`src/rtl/fetch_unit.sv`:
```
// Instruction-fetch stage: owns the fetch PC, the imem req/ack handshake,
// the IF/ID register and a one-entry hold buffer so a stalled return is never lost.
module fetch_unit #(
    parameter logic [31:0] RESET_PC  = 32'h0000_0000,
    parameter logic [31:0] NOP_INSTR = 32'h0000_0013
) (
    input  logic        clk,
    input  logic        rst,
    output logic        imem_req,
    output logic [31:0] imem_addr,
    input  logic        imem_ack,
    input  logic [31:0] imem_rdata,
    input  logic        redirect,
    input  logic [31:0] redirect_target,
    input  logic        stall_d,
    input  logic        flush_d,
    output logic [31:0] instr_d,
    output logic [31:0] pc_d,
    output logic [31:0] pc_plus4_d,
    output logic        valid_d
);

    typedef enum logic [1:0] {FETCH, DROP, HOLD} state_t;

    state_t      state, state_nx;
    logic [31:0] pc_f, pc_f_nx;
    logic [31:0] redir_pc, redir_pc_nx;
    logic [31:0] buf_instr, buf_instr_nx;
    logic [31:0] buf_pc, buf_pc_nx;
    logic        load;
    logic [31:0] load_instr, load_pc;

    assign imem_req  = ((state == FETCH) || (state == DROP)) && !rst;
    assign imem_addr = pc_f;

    always_ff @(posedge clk or posedge rst) begin
        if (rst) begin
            state     <= FETCH;
            pc_f      <= RESET_PC;
            redir_pc  <= RESET_PC;
            buf_instr <= NOP_INSTR;
            buf_pc    <= RESET_PC;
        end else begin
            state     <= state_nx;
            pc_f      <= pc_f_nx;
            redir_pc  <= redir_pc_nx;
            buf_instr <= buf_instr_nx;
            buf_pc    <= buf_pc_nx;
        end
    end

    always_comb begin
        state_nx     = state;
        pc_f_nx      = pc_f;
        redir_pc_nx  = redir_pc;
        buf_instr_nx = buf_instr;
        buf_pc_nx    = buf_pc;
        load         = 1'b0;
        load_instr   = buf_instr;
        load_pc      = buf_pc;
        case (state)
            FETCH: begin
                if (imem_ack) begin
                    if (redirect) begin
                        pc_f_nx = redirect_target;
                    end else if (!stall_d && !flush_d) begin
                        load       = 1'b1;
                        load_instr = imem_rdata;
                        load_pc    = pc_f;
                        pc_f_nx    = pc_f + 32'd4;
                    end else begin
                        buf_instr_nx = imem_rdata;
                        buf_pc_nx    = pc_f;
                        pc_f_nx      = pc_f + 32'd4;
                        state_nx     = HOLD;
                    end
                end else if (redirect) begin
                    // Address must stay put until the outstanding ack; park the target.
                    redir_pc_nx = redirect_target;
                    state_nx    = DROP;
                end
            end
            DROP: begin
                if (imem_ack) begin
                    pc_f_nx  = redirect ? redirect_target : redir_pc;
                    state_nx = FETCH;
                end else if (redirect) begin
                    redir_pc_nx = redirect_target;
                end
            end
            HOLD: begin
                if (redirect) begin
                    pc_f_nx  = redirect_target;
                    state_nx = FETCH;
                end else if (!stall_d && !flush_d) begin
                    load     = 1'b1;
                    state_nx = FETCH;
                end
            end
            default: state_nx = FETCH;
        endcase
    end

    // IF/ID register: flush beats stall beats load; otherwise a bubble.
    always_ff @(posedge clk or posedge rst) begin
        if (rst) begin
            instr_d    <= NOP_INSTR;
            pc_d       <= 32'h0;
            pc_plus4_d <= 32'h0;
            valid_d    <= 1'b0;
        end else if (flush_d) begin
            instr_d <= NOP_INSTR;
            valid_d <= 1'b0;
        end else if (stall_d) begin
            instr_d <= instr_d;
        end else if (load) begin
            instr_d    <= load_instr;
            pc_d       <= load_pc;
            pc_plus4_d <= load_pc + 32'd4;
            valid_d    <= 1'b1;
        end else begin
            instr_d <= NOP_INSTR;
            valid_d <= 1'b0;
        end
    end

endmodule

```
`config.mk`:
```
export PLATFORM = sky130hd
export DESIGN_NAME = fetch_unit
export DESIGN_NICKNAME = d
export VERILOG_FILES = /design/src/rtl/fetch_unit.sv
export SDC_FILE = /design/constraint.sdc
export NUM_CORES = 1
export LEC_CHECK = 0
export ABC_AREA = 1
export CAP_MARGIN = 20
export CORE_ASPECT_RATIO = 2
export CORE_UTILIZATION = 45
export DETAILED_ROUTE_END_ITERATION = 8
export PLACE_DENSITY = 0.69
export SYNTH_ARGS = -nofsm -noshare
export SYNTH_HDL_FRONTEND = slang
export SYNTH_SLANG_ARGS = --single-unit
```
`constraint.sdc`:
```
create_clock -name clk -period 12.7 [get_ports clk]
set_clock_uncertainty 0.2 [all_clocks]
set_input_delay 1.905 -clock clk [delete_from_list [all_inputs] [get_ports clk]]
set_output_delay 1.905 -clock clk [all_outputs]
set_load 0.05 [all_outputs]
```
### Yosys cells after proc, flatten, opt, wreduce, memory -nomap -nowiden

Cells that the tools add are included.

* register bits after elaboration: 227
* input port bits: 70
* output and inout bits: 130
* logic and storage cells: 72

* add/subtract/negate cells: 2
* eq/ne operators: 10
* mux-type cells: 32
* bitwise operators: 5
* reductions and logical operators: 14

Operator list (count)
* $mux 32: 16
* $pmux 32 s3: 1
* $add 32x3->32 const B: 2
* $mux 2: 7
* $ne 3x3->1 const B: 4
* $reduce_and 4->1: 2
* $mux 1: 6
* $ne 2x2->1 const B: 3
* $pmux 2 s3: 1
* $not 1->1: 5
* $reduce_and 5->1: 1
* $logic_not 1->1: 3
* $reduce_and 3->1: 1
* $reduce_bool 3->1: 1
* $eq 2x1->1 const B: 1
* $eq 2x2->1 const B: 1
* $logic_and 1x1->1: 2
* $logic_not 2->1: 1
* $ne 2x1->1 const B: 1
* $pmux 1 s2: 1
* $reduce_and 2->1: 1
* $reduce_or 2->1: 1
* $logic_or 1x1->1: 1

### Depth between registers and ports, before layout

Gate-level depths: netlist of run 1.

* depth after elaboration: 9
* depth in mapped cells: 18

### Least setup slack after synthesis of run 1

Ideal clock, no wire load.

* path kind: in2out
* start: input port rst
* end: output port imem_req
* arrival: 2.559 ns
* data required time: 10.595 ns
* path slack: 8.036 ns
* stages: 1
* path buffers: 0
* path through: nor2_1

* cells in the longest elaborated chain, start to end: 2

Ends and longest elaborated chain
* from (decl): line 8 `input logic rst,`
* $logic_not 1->1 (no source line)
* $logic_and 1x1->1: line 33 `assign imem_req = ((state == FETCH) || (state == DROP)) && !rst;`
* to (decl): line 9 `output logic imem_req,`

No other way between the ends.

### Final worst setup path of run 1

Same ends and word-level chain as after synthesis.

==> impl_summary.md, run 1 <==
Global routing
The first global-routing pass estimated about 57000 um of wire. The initial antenna violation count came to 0. Global routing consumed, over all layers together, 26.26% of the routing resources. The largest net degree at the start of global routing is 110. The via count of the first global-routing pass was 10770. The global route total overflow is 0.

Place
Once placement completed, the tool counted placed cells totaling slightly above 2000. Port buffering added 199 buffers. The half-perimeter wire length after detailed placement is 25810 um. Prior to clock tree synthesis, the placed netlist has a worst setup slack of 6.899 ns. After detailed placement, the total cell area comes to 14180 um2. The final RePlAce weighted congestion is 0.9116.

Floorplan
The count of pins on the block boundary is 200. After floorplanning, the core was sized to cover 26280 um2. The site row count is between 80 and 90.

The die boundary width is 117.8 um. Measured along the y axis, the die boundary spans 233.6 um. The overall die area is about 28000 um2. For this configuration, the core starts out at a cell density of between 40% and 50%.

Cells and area
The share of cells above drive strength 1 is roughly 7.4%. After the flow finishes, the layout carries non-filler instances totaling 2091. From synthesis to final layout, the design area changed by 24.06%. The antenna diode count is 0.

The post-layout instance area is 14970 um2. The number of nets in the layout is ~1800. The most common cell after layout, fill and taps aside is nand2_1. The library cells used most frequently in the layout, excluding fill and tap cells, are nand2_1, dfrtp_1, clkdlybuf4s50_1.

Cells fill 56.99% of the core in the end.

Synthesis
Summing every instance area after synthesis gives between 10000 and 15000 um2. The most instantiated flip-flop cell in the synthesis netlist is dfrtp_1. Yosys printed 0 warnings. The number of library cell types mapped by synthesis is just over 40. Each instance of the synthesized netlist takes up on average 7.619 um2. In the synthesized netlist the async set-or-reset flop fraction comes to 100.0%. In this run, synthesis produced a sequential element count of 225.

In the synthesized netlist, the number of instances is 1584. The number of enable flip-flop cells after synthesis is 0. The sequential element share of the synthesized area is 46.71%.

Synthesis produced a netlist with a net count of ~1700.

STA
The achievable frequency is 0.1829 GHz. The worst path uses 43.06% of the clock period. Setup slack closes at 7.231 ns. The hold violation count in the final report is 0. Setup total negative slack on the finished layout was measured at 0 ns. Setup violations remaining at the end of the flow were counted as 0.

The number of pins with negative max-slew slack in the final report came to 0. The time the worst path needs with I/O delays and setup is 5.469 ns. Setup repair after global routing left no endpoint under its margin. In this run the tightest slew margin relative to its limit is 39.42%. At the pin with the least slew margin, the transition time is 0.9078 ns.

Power
Across the VDD grid, the largest voltage drop is around 140 uV. The power density of the placed cells is 257.3 nW/um2. The static power due to leakage is 0.006830 uW.

Job
The tool flagged a number of max-cap violations equal to 0.

CTS
The root buffer cell chosen for the clock tree is clkbuf_16. The clock tree from TritonCTS is yes. The number of buffers inserted by post-CTS setup repair is 0. The clock reaches the later pin of the worst-skew pair after 0.54 ns. The clock-pin transition on the worst setup and hold timing paths is 0.06 ns.

Counting every sink on the clock net gives between 200 and 250. The quantity of gates resized following cts is 0. The number of buffers on the longest clock path is 3. The total CTS buffers is 22.

The post-cts hold buffer count is 0. In this run the number of H-tree levels came out at 1.

Detailed routing
The detail-routed via count per cell is 5.338. Dividing the detail-routed wire length by the instance count gives 17.14 um. Summing over every cut layer, the via total after detailed routing is 11160. The pre-antenna-repair detailed-routing pass consisted of 5 iterations. The initial DRC count is 679.

After detailed routing, the total wire length is 35840 um. The remaining antenna violation count is 0. In the routed design, unresolved DRC markers number 0.

Run status
The flow ran to the end, and the final reports show no timing, DRC or antenna violations.

Setup path
The data required time at the worst endpoint is 10.60 ns. The slowest stage of the critical path belongs to the cell clkdlybuf4s50_1. In this design, the stage delay of the slowest critical-path cell is 0.81 ns. The critical path arrival is 3.36 ns. The cell repeated most along the worst path is clkdlybuf4s50_1. The maximum net fanout on the critical path is 2.

The worst setup path is captured at a primary output. The worst setup path is launched from an input pin. The classification of the worst setup path is in -> out. Grouping stages by cell kind, the critical path spends the most delay in buffers and inverters. Counting both buffers and inverters, the worst setup path holds a total of 2. The signal on the critical path passes through clkdlybuf4s50_1 > nor2_1 > clkdlybuf4s50_1.

Worst hold path
The worst min-delay path category is reg -> reg.
## logic make-up (layout without fill, tap and decap cells)
kind of cell	after synthesis	after routing	synth area share, %
buf+inv	241	404	8.294
fa+ha+maj	5	5	0.5183
mux	19	19	1.773
xor+xnor	12	12	0.8708
simple gates	747	747	26.08
compound gates	335	335	15.75
flops	225	225	46.71
## per-stage QoR
stage,power (uW),hold WS [ns]
6_report,3853,0.2787
5_1_grt,4106,0.3055
4_1_cts,3870,0.2809
3_5_place_dp,3155,0.2649
3_3_place_gp,3124,0.2587
2_1_floorplan,2527,0.2457
## layer usage
metal | share of wire (%) | track usage, % | vias to the layer above
met1 | 39 | 30.42 | 5239
met3 | 4.1 | 2.539 | 108
met5 | 0 | 0 | -
met2 | 50 | 46.21 | 352
li1 | - | - | 5463
met4 | 6.4 | 16.91 | 0
## tightest hold or removal path, delay by kind of cell (launching register included)
kind	cells	cell delay [ns]
flops	1	0.34
simple gates	2	0.10
## area by class of cell
class,instances,area [um2]
Fill cell,2502,11300
Sequential cell,225,5638
Multi-Input combinational cell,1118,5448
Timing Repair Buffer,213,2112
Clock buffer,30,600.6
Inverter,152,583.1
Tap cell,344,430.4
Clock inverter,9,161.4
## flip-flops by register name, indices dropped and copies added (netlist names)
register    flops
instr_d        32
redir_pc       32
pc_d           32
valid_d         1
state           2
pc_plus4_d     30
buf_instr      32
buf_pc         32
imem_addr      32
## power breakdown
group / switching (uW) / total, uW / internal (uW)
sequential: 228 / 1240 / 1010
combinational: 1300 / 1910 / 615
clock: 289 / 703 / 414
total: 1820 / 3850 / 2040
## worst paths after layout
| kind | from | to | slack (ns) | depth (start not counted) |
|---|---|---|---|---|
| worst max-delay path | rst | imem_req | 7.23 | 3 |
| worst min-delay path | pc_d[8] | pc_d[8] | 0.28 | 2 |
| worst max register to register | state[1] | pc_plus4_d[22] | 8.78 | 14 |
| worst min register to register | pc_d[8] | pc_d[8] | 0.28 | 2 |
| max in group asynchronous | rst | buf_pc[15] | 9.17 | 3 |
| min in group asynchronous | rst | buf_instr[21] | 1.71 | 2 |
## synth_stat cells, drive strengths merged, types with 13 or more instances
cell / count / share of area [%]
inv: 150 / 4.7
or2: 13 / 0.67
mux2: 19 / 1.8
a22oi: 26 / 1.6
a21oi: 59 / 2.4
nand4: 26 / 1.3
clkbuf: 56 / 1.7
dfrtp: 219 / 45
nand3: 81 / 3.5
buf: 33 / 1.8
o211ai: 16 / 1.0
nor2: 153 / 5.4
nand2: 463 / 15
o21ai: 206 / 8.7
(Power assumes the default switching activity.)
==> inputs of run 2 (changes only) <==
clock period = 5.2 ns   (was 12.7 ns; I/O delays follow)
==> run 2 against run 1 <==
  * Clock power is 140% higher
  * Global-route usage increased by 0.54 points
  * Utilization about the same
  * Combinational power up 150%
==> impl_summary.md, run 2 (same netlist as run 1, synthesis figures left out) <==
Floorplan
The overall die area is 27520 um2 (unchanged). The placeable core region is 26280 um2 (unchanged). The site row count is 84 (unchanged). The die extent in y is 233.6 um (unchanged). The count of pins on the block boundary is 200 (unchanged). The die boundary width is 117.8 um (unchanged). The initial core utilization is 45.93% (unchanged).

Cells and area
The number of filler instances in the final layout is 2496 (was 2502). The most common cell after layout, fill and taps aside is nand2_1 (unchanged). Commonest non-fill, non-tap cells in the layout: nand2_1, dfrtp_1, clkdlybuf4s50_1 (unchanged).

The synthesis-to-finish area growth is 24.00% (was 24.06%). The share of cells above drive strength 1 is 7.490% (was 7.384%). The antenna diode count is 0 (unchanged). The area of all sequential standard cells is 5638 um2 (unchanged). The number of nets in the layout is 1809 (was 1807). The multi-input combinational cell area is 5448 um2 (unchanged).

Place
The final RePlAce weighted congestion is 0.8945 (was 0.9116). The worst setup timing slack at the placement stage is 1.218 ns (was 6.899 ns). The count of port buffers added during placement is 199 (unchanged). The half-perimeter wire length after detailed placement is 26160 um (was 25810 um).

STA
The smallest clock period supported by the final layout is computed as 3.603 ns. The worst max-slew margin expressed relative to the limit is 40.64% (was 39.42%). Derived from the worst setup path, the maximum achievable clock frequency is 0.2775 GHz. The number of pins with negative max-slew slack in the final report is 0 (unchanged). The hold violation count in the final report was 0 (unchanged). The sum of negative setup slack is 0 ns (unchanged). The slew of the pin with the lowest slew margin is 0.8850 ns (was 0.9078 ns).

The setup slack of the critical path after layout is 1.597 ns (was 7.231 ns). The number of setup violations in the final report is 0 (unchanged). The share of the cycle needed by the critical path after routing is between 60% and 70%. Setup repair after global routing missed its margin: no (unchanged).

Global routing
The total routing usage reported by global routing was 26.80% (was 26.26%). The initial antenna violation count is 0 (unchanged). The global route total overflow is 0 (unchanged). The via count of the first global-routing pass is 10800 (was 10770).

The largest net degree at the start of global routing was 132 (was 110). The first-pass GRT wire length is 58260 um (was 57130 um).

Power
The sequential share of power is 32.2% (was 32.1%). The power density of the placed cells came to 627.3 nW/um2 (was 257.3 nW/um2). The peak supply drop was 312.9 uV (was 140.0 uV).

The combinational group share of total power is 50.0% (was 49.7%). The internal power contribution came to 4928 uW (was 2037 uW). The static power due to leakage is 0.006825 uW (was 0.006830 uW). The clock network fraction of total power was 17.9% (was 18.3%).

The net switching power of the design is 4461 uW (was 1816 uW). The switching share of power was 47.52% (was 47.14%).

Setup path
The data required time at the worst endpoint came to 4.22 ns (was 10.60 ns). The category of the worst setup path launch point is a flip-flop (was input pin). The classification of the worst setup path is reg -> out (was in -> out).

The critical path arrival is 2.62 ns (was 3.36 ns). The number of cell instances on the worst register-to-register path is 14 (unchanged). The capture point of the worst reg-to-reg path is pc_plus4_d[30] (was pc_plus4_d[22]). The maximum net fanout on the critical path came to 31 (was 2). The register-to-register path setup slack is 1.73 ns (was 8.78 ns). The endpoint class of the critical path is a primary output (unchanged). The launch instance of the worst register-to-register path is state[1] (unchanged).

Detailed routing
The total number of vias is 11240 (was 11160). The DRC violation count after routing is 0 (unchanged). The total length of routed wires was 36420 um (was 35840 um). The initial DRC count was 935 (was 679).

The detail-routed via count per cell is 5.368 (was 5.338). The final routed wire length divided by cell count is 17.40 um (was 17.14 um). The remaining antenna violation count came to 0 (unchanged). The first-pass iteration count of the detailed router is 5 (unchanged).

Worst hold path
The launch point of the worst hold path is buf_instr[0] (was pc_d[8]). The worst hold path depth is 2 (unchanged). The worst hold path endpoint is instr_d[0] (was pc_d[8]). The worst min-delay path category is reg -> reg (unchanged).

Job
The max-capacitance violation count is 0 (unchanged).

CTS
The quantity of gates resized following cts was 0 (unchanged). The H-tree level count came to 1 (unchanged). The number of buffers on the longest clock path came to 3 (unchanged). The TritonCTS sink count came to 225 (unchanged). The clock tree from TritonCTS is yes (unchanged).

The total CTS buffers came to 22 (unchanged). The later-pin clock latency in the skew report came to 0.53 ns (was 0.54 ns). The buffer type at the clock tree root is clkbuf_16 (unchanged). The clock-pin transition on the worst setup and hold timing paths is 0.07 ns (was 0.06 ns). The post-cts hold buffer count is 0 (unchanged).

The number of buffers inserted by post-CTS setup repair is 0 (unchanged).

Run status
Result of the run: completed (unchanged).
[run 2: changes by cell type in the layout (fill, tap and decap cells not counted), sizes merged]
| cell | previous run | this run |
|---|---|---|
| bufinv | 4 | 3 |
| buf | 15 | 17 |
| inv | 150 | 149 |
| clkinv | 5 | 7 |
[run 2: how the worst max path moves through the flow]
stage | from | end | slack (ns) | cells after the start
floorplan | rst | buf_instr[10] | 1.29 | 1
global placement | imem_ack | pc_plus4_d[28] | 1.27 | 13
detailed placement | imem_ack | pc_plus4_d[30] | 1.22 | 13
CTS | state[1] | imem_req | 1.56 | 6
global route | state[1] | pc_plus4_d[22] | 1.43 | 14
finish | state[1] | imem_req | 1.60 | 6
[run 2: cell type report]
| type | instances | share of cell area (%) |
|---|---|---|
| clock inverters | 9 | 0.9197 |
| inverters | 152 | 3.871 |
| flip-flops and latches | 225 | 37.67 |
| clock buffers | 30 | 4.013 |
| multi-input cells | 1118 | 36.40 |
| repair buffers | 215 | 14.25 |
| well taps | 344 | 2.876 |
[run 2: through the flow]
stage / cell area [um2] / hold WS [ns] / power, uW / instances / utilization [%]
2_1_floorplan: 12070 / 0.2457 / 6173 / 1584 / -
3_3_place_gp: 14230 / 0.2598 / 7646 / 2054 / 54.15
3_5_place_dp: 14230 / 0.2654 / 7726 / 2054 / 54.15
4_1_cts: 14970 / 0.2805 / 9431 / 2093 / 56.96
5_1_grt: 14970 / 0.2910 / 9998 / 2093 / 56.96
6_report: 14970 / 0.2744 / 9389 / 2093 / 56.96
[run 2: layer usage]
layer  GRT usage [%]  up-vias  part of all wire, %
li1                -     5474                    -
met1           31.84     5309                   39
met2           48.05      368                   52
met3           2.295       85                  4.2
met4           13.78        0                  5.0
met5               0        -                    0
[run 2: critical path, stage by stage, from the launching register on]
cell,delay (ns)
dfrtp_1,0.38
inv_1,0.14
ha_1,0.16
buf_4,0.34
nor2_1,0.14
nor2_1,0.12
clkdlybuf4s50_1,0.81
[run 2: power groups by stage]
stage	Combinational [uW]	Sequential (uW)	Clock, uW
final	4690	3020	1680
after global routing	5130	3100	1770
after CTS	4710	3020	1710
after detailed placement	4680	3040	0
after global placement	4620	3020	0
after floorplan	2110	4060	0
